## src/rtl/seq_bin_to_7seg_pkg.sv

```systemverilog
`default_nettype none
// +--------------------------------------------------------------------+
// | seq_bin_to_7seg_pkg : segment codes, FSM states, decode helpers     |
// | Revision 1.0                                                        |
// +--------------------------------------------------------------------+
package seq_bin_to_7seg_pkg;

  // Bit order {a,b,c,d,e,f,g,dp}, active-high, dp never lit.
  localparam logic [7:0] SEG_0   = 8'hFC;
  localparam logic [7:0] SEG_1   = 8'h60;
  localparam logic [7:0] SEG_2   = 8'hDA;
  localparam logic [7:0] SEG_3   = 8'hF2;
  localparam logic [7:0] SEG_4   = 8'h66;
  localparam logic [7:0] SEG_5   = 8'hB6;
  localparam logic [7:0] SEG_6   = 8'hBE;
  localparam logic [7:0] SEG_7   = 8'hE4;
  localparam logic [7:0] SEG_8   = 8'hFE;
  localparam logic [7:0] SEG_9   = 8'hF6;
  localparam logic [7:0] SEG_OFF = 8'h00;

  typedef enum logic [0:0] {
    ST_IDLE  = 1'b0,
    ST_SHIFT = 1'b1
  } state_t;

  function automatic logic [7:0] seg_decode(input logic [3:0] code);
    logic [7:0] seg;
    case (code)
      4'd0:    seg = SEG_0;
      4'd1:    seg = SEG_1;
      4'd2:    seg = SEG_2;
      4'd3:    seg = SEG_3;
      4'd4:    seg = SEG_4;
      4'd5:    seg = SEG_5;
      4'd6:    seg = SEG_6;
      4'd7:    seg = SEG_7;
      4'd8:    seg = SEG_8;
      4'd9:    seg = SEG_9;
      default: seg = SEG_OFF;
    endcase
    return seg;
  endfunction

  function automatic longint pow10(input int n);
    longint p;
    p = 1;
    for (int i = 0; i < n; i++) p = p * 10;
    return p;
  endfunction

endpackage
`default_nettype wire

```

## src/rtl/seq_bin_to_7seg_bcd_digit_adj.sv

```systemverilog
`default_nettype none
// +--------------------------------------------------------------------+
// | bcd_digit_adj : double-dabble digit correction (>=5 -> +3)          |
// | Revision 1.0                                                        |
// +--------------------------------------------------------------------+
module bcd_digit_adj (
  input  logic [3:0] din,
  output logic [3:0] dout
);

  assign dout = (din >= 4'd5) ? din + 4'd3 : din;

endmodule
`default_nettype wire

```

## src/rtl/seq_bin_to_7seg.sv

```systemverilog
`default_nettype none
// +--------------------------------------------------------------------+
// | seq_bin_to_7seg : sequential W-bit binary to D-digit BCD/7-segment  |
// | Revision 1.0                                                        |
// +--------------------------------------------------------------------+
module seq_bin_to_7seg #(
  parameter int W = 8,
  parameter int D = 3
) (
  input  logic           I_clk,
  input  logic           I_rst_n,
  input  logic           I_start,
  input  logic [W-1:0]   I_bin,
  input  logic           I_blank,
  output logic           O_busy,
  output logic           O_done,
  output logic [4*D-1:0] O_bcd,
  output logic [8*D-1:0] O_seg
);

  import seq_bin_to_7seg_pkg::*;

  localparam int     CW      = $clog2(W + 1);
  localparam longint MAX_BIN = (longint'(1) << W) - 1;

  generate
    if (W < 1 || pow10(D) <= MAX_BIN) begin : g_range_err
      $error("seq_bin_to_7seg: D=%0d digits cannot hold a %0d-bit value", D, W);
    end
  endgenerate

  state_t         state, state_nxt;
  logic [CW-1:0]  cnt;
  logic [W-1:0]   shreg;
  logic [4*D-1:0] work, work_adj, work_shifted, bcd;
  logic           done;
  logic           last;
  logic           unused_msb;

  generate
    for (genvar k = 0; k < D; k++) begin : g_adj
      bcd_digit_adj u_adj (
        .din  (work[4*k +: 4]),
        .dout (work_adj[4*k +: 4])
      );
    end
  endgenerate

  // The top adjusted bit falls off; the elaboration check guarantees it is 0.
  assign {unused_msb, work_shifted} = {work_adj, shreg[W-1]};
  assign last = (cnt == CW'(1));

  always_ff @(posedge I_clk or negedge I_rst_n) begin
    if (!I_rst_n) state <= ST_IDLE;
    else          state <= state_nxt;
  end

  always_comb begin
    state_nxt = state;
    case (state)
      ST_IDLE:  if (I_start) state_nxt = ST_SHIFT;
      ST_SHIFT: if (last)    state_nxt = ST_IDLE;
      default:               state_nxt = ST_IDLE;
    endcase
  end

  always_ff @(posedge I_clk or negedge I_rst_n) begin
    if (!I_rst_n) begin
      cnt   <= '0;
      shreg <= '0;
      work  <= '0;
      bcd   <= '0;
      done  <= 1'b0;
    end else begin
      done <= 1'b0;
      case (state)
        ST_IDLE: begin
          if (I_start) begin
            shreg <= I_bin;
            work  <= '0;
            cnt   <= CW'(W);
          end
        end
        ST_SHIFT: begin
          work  <= work_shifted;
          shreg <= shreg << 1;
          cnt   <= cnt - CW'(1);
          if (last) begin
            bcd  <= work_shifted;
            done <= 1'b1;
          end
        end
        default: ;
      endcase
    end
  end

  assign O_busy = (state == ST_SHIFT);
  assign O_done = done;
  assign O_bcd  = bcd;

  // Walk from the most significant digit down, tracking "all zero so far".
  always_comb begin
    logic lz;
    lz    = 1'b1;
    O_seg = '0;
    for (int k = D - 1; k >= 0; k--) begin
      lz = lz && (bcd[4*k +: 4] == 4'd0);
      if (I_blank && (k != 0) && lz) O_seg[8*k +: 8] = SEG_OFF;
      else                           O_seg[8*k +: 8] = seg_decode(bcd[4*k +: 4]);
    end
  end

endmodule
`default_nettype wire

```

## config.mk

```make
export PLATFORM = sky130hd
export DESIGN_NAME = seq_bin_to_7seg
export DESIGN_NICKNAME = d
export VERILOG_FILES = /design/src/rtl/seq_bin_to_7seg_pkg.sv /design/src/rtl/seq_bin_to_7seg_bcd_digit_adj.sv /design/src/rtl/seq_bin_to_7seg.sv
export SDC_FILE = /design/constraint.sdc
export NUM_CORES = 1
export LEC_CHECK = 0
export BUFFER_PORTS_ARGS = -buffer_cell sky130_fd_sc_hd__buf_2
export CAP_MARGIN = 40
export CORE_MARGIN = 4
export CORE_UTILIZATION = 50
export CTS_BUF_LIST = sky130_fd_sc_hd__clkbuf_8
export DETAILED_ROUTE_END_ITERATION = 10
export GPL_TIMING_DRIVEN = 0
export HOLD_SLACK_MARGIN = 0.03
export PLACE_DENSITY = 0.82
export SLEW_MARGIN = 40
export SYNTH_ARGS = -nofsm -noshare
export SYNTH_HDL_FRONTEND = slang
export SYNTH_SLANG_ARGS = --single-unit
```

## constraint.sdc

```tcl
create_clock -name I_clk -period 1.5 [get_ports I_clk]
set_input_delay 0.075 -clock I_clk [delete_from_list [all_inputs] [get_ports I_clk]]
set_output_delay 0.075 -clock I_clk [all_outputs]
set_load 0.02 [all_outputs]
```

==> flow_summary_export.csv <==
group,metric,value,unit
timing,drv_slew,0,
grt,grt_max_degree,22,
synthesis,synth-seq-cells,38,
detailed_routing,ant_nets,0,
placed_design,place.gp.congestion,0.7526,
cts,cts_buffers,5,
layout,antenna_cells,0,
detailed_routing,drc,0,
placed_design,dp_hpwl,3859,um
detailed_routing,via_count,2186,
synthesis,synthCells,269,
synthesis,muxShareOfSynthArea,0.05998,
grt,overflow,0,
timing,finalWorstSetupSlack,-0.3764,ns
layout,layout-drive-gt1-share,0.4359,
synthesis,yosysWarnings,0,
critical_path,crit_path_end_kind,"output port",
timing,rsz0062_at_grt,"true",
timing,skew,0.01044,ns
placed_design,portBuffers,46,
run_status,status,"finished with violations",
layout,seq_area,959.7,sq um
layout,nFillCells,334,
flow_run,maxCapViolations,0,
critical_path,cp_slowest_stage_delay,0.41,ns
detailed_routing,wl,6264,um
floorplan,io_pins,50,
layout,multi_input_area,1548,sq um
cts,clock-root-buffer,"clkbuf_8",
floorplan,die-height,77.57,um
synthesis,synth_area_per_cell,8.996,sq um
synthesis,ys_seq_area_frac,0.3930,
critical_path,start_kind,"flop",
placed_design,place_area,2799,sq um
cts,h-tree-depth,2,
timing,worst_pin_slew,0.5329,ns
timing,fmax,532.9,MHz
detailed_routing,viasPerCell,5.398,
critical_path,timing_worst_setup_path_type,"flop to output port",
synthesis,syn-cell-area,2420,sq um
critical_path,arrival,1.80,ns
detailed_routing,first_pass_iters,4,
layout,most-common-layout-cells,"buf_2 (34), dfrtp_1 (31), nand2_1 (31), buf_4 (29), buf_6 (19)",
cts,clk-insertion-delay-late,0.29,ns
cts,cts_tree,"yes",
critical_path,cp_max_fo,10,
floorplan,coreArea,4692,sq um
synthesis,yosysUniqueCellTypes,37,
critical_path,crit_family,"simple AND/OR/NAND/NOR gates",
synthesis,synth_fa_ha_area_frac,0.1241,
timing,hold_viol,0,
timing,post-route-min-period,1.876,ns
critical_path,cp_num_buf_inv,3,
synthesis,synthFlopType,"dfrtp_1",
synthesis,synth_xor_area_frac,0.01448,
floorplan,rows,25,
critical_path,cp.required,1.42,ns
layout,design_area,3415,sq um
detailed_routing,drt-initial-drc-count,103,
timing,timing.final.crit_share,1.251,
min_path,hold_class,"primary input to flop",
cts,clockBufferDepth,2,
synthesis,synth-edff-count,0,
cts,clk_pin_slew,0.08,ns
layout,layout_commonest_cell,"buf_2",
grt,grt_pass1_wl,9397,um
critical_path,crit_path_cell_trace,"buf_6 > nor4bb_4 > buf_4 > nand2b_4 > a21oi_2 > buf_2",
critical_path,cp_slowest_cell,"dfrtp_1",
floorplan,start_util,0.5157,
synthesis,synth_top_family_by_area,"compound AO/OA/AOI/OAI gates",
grt,grt_pass1_vias,2059,
grt,grt_use_total,0.1877,
floorplan,die_area,6016,sq um
synthesis,synth-async-reset-ratio,1.000,
detailed_routing,wl_per_cell,15.47,um
layout,final_nets,386,
floorplan,die_w,77.57,um
run_status,violations,"setup timing",
synthesis,synthSimpleGateAreaFrac,0.1572,
grt,antenna_found_initial,0,
cts,clock_sinks,38,
layout,area_delta_synth_final,41.11,%
synthesis,synth_compound_area_frac,0.1784,
timing,slew_headroom,0.6447,
timing,setup-violations-final,18,
worst reg2reg max path: cells and delay by family, from the launching register on:
family | cells | cell delay [ns]
mux | 2 | 0.50
flops | 1 | 0.43
compound gates | 1 | 0.19
fa+ha+maj | 1 | 0.18
buf+inv | 1 | 0.13
simple gates | 1 | 0.07
final timing paths:
kind / from / end / slack (ns) / cells after the start
worst max-delay path: O_bcd[11] / O_seg[22] / -0.38 / 6
max in group asynchronous: I_rst_n / O_bcd[1] / 0.72 / 3
worst max register to register: work[4] / O_bcd[6] / -0.03 / 6
worst min-delay path: I_bin[0] / shreg[0] / 0.05 / 3
worst min register to register: shreg[0] / shreg[1] / 0.49 / 2
min in group asynchronous: I_rst_n / work[11] / 0.29 / 2
flip-flops by register name, summed over array words and instances, names as in the netlist:
name	cells
O_bcd	12
O_busy	1
O_done	1
cnt	4
shreg	8
work	12
logic make-up (layout without fill, tap and decap cells):
kind of cell	count (synthesis)	after routing
fa+ha+maj	24	24
mux	14	14
flops	38	38
compound gates	73	73
simple gates	76	76
xor+xnor	4	4
other cells	1	3
buf+inv	39	119
repair_timing:
item                                    4_1_cts  5_1_grt
gates resized for setup                      23       72
hold buffers                                  1        0
buffers inserted                             18        8
pin swaps                                    13       18
endpoints found under the setup margin       26       37
hold endpoints to repair                     20        0
per-layer routing:
layer | routed length (um) | track usage
met1 | 2542 | 0.2288
met2 | 3360 | 0.3489
met3 | 251 | 0.02204
met4 | 109 | 0.04804
met5 | 0 | 0
final cells by class:
type | count | share of cell area
well taps | 54 | 0.01979
repair buffers | 74 | 0.1686
clock buffers | 6 | 0.02418
clock inverters | 2 | 0.002199
flip-flops and latches | 38 | 0.2811
inverters | 24 | 0.02858
multi-input cells | 194 | 0.4533
plain buffers | 13 | 0.02235
Yosys cell counts (all sizes together) (2+ instances only):
cell	count	area (sq um)
o21ai	30	150.1
inv	24	90.09
o31ai	2	15.01
mux2i	10	100.1
ha	24	300.3
nor3b	6	45.04
nand2	31	116.4
nor2b	4	25.02
dfrtp	38	950.9
mux2	4	45.04
buf	11	67.56
clkbuf	4	15.01
a21o	4	30.03
xnor2	4	35.03
nor2	18	67.56
o22ai	13	81.33
nor3	2	10.01
nand2b	11	71.32
a21oi	18	105.1
stage by stage:
stage | utilization | setup WS, ns | hold WS [ns] | setup TNS, ns | cells
after floorplan | - | -0.002480 | -0.2206 | -0.004959 | 271
after detailed placement | 0.5965 | -0.1667 | 0.07326 | -1.251 | 372
final | 0.7277 | -0.3764 | 0.05280 | -4.747 | 405
after global placement | 0.5907 | -0.1169 | 0.2225 | -0.6114 | 371
after global routing | 0.7277 | -0.4933 | 0.09778 | -7.048 | 405
after CTS | 0.6576 | -0.3359 | 0.05383 | -4.268 | 397
Power is not shown: default switching activity piles up to over one toggle a cycle in this logic, so the estimate is an artifact.
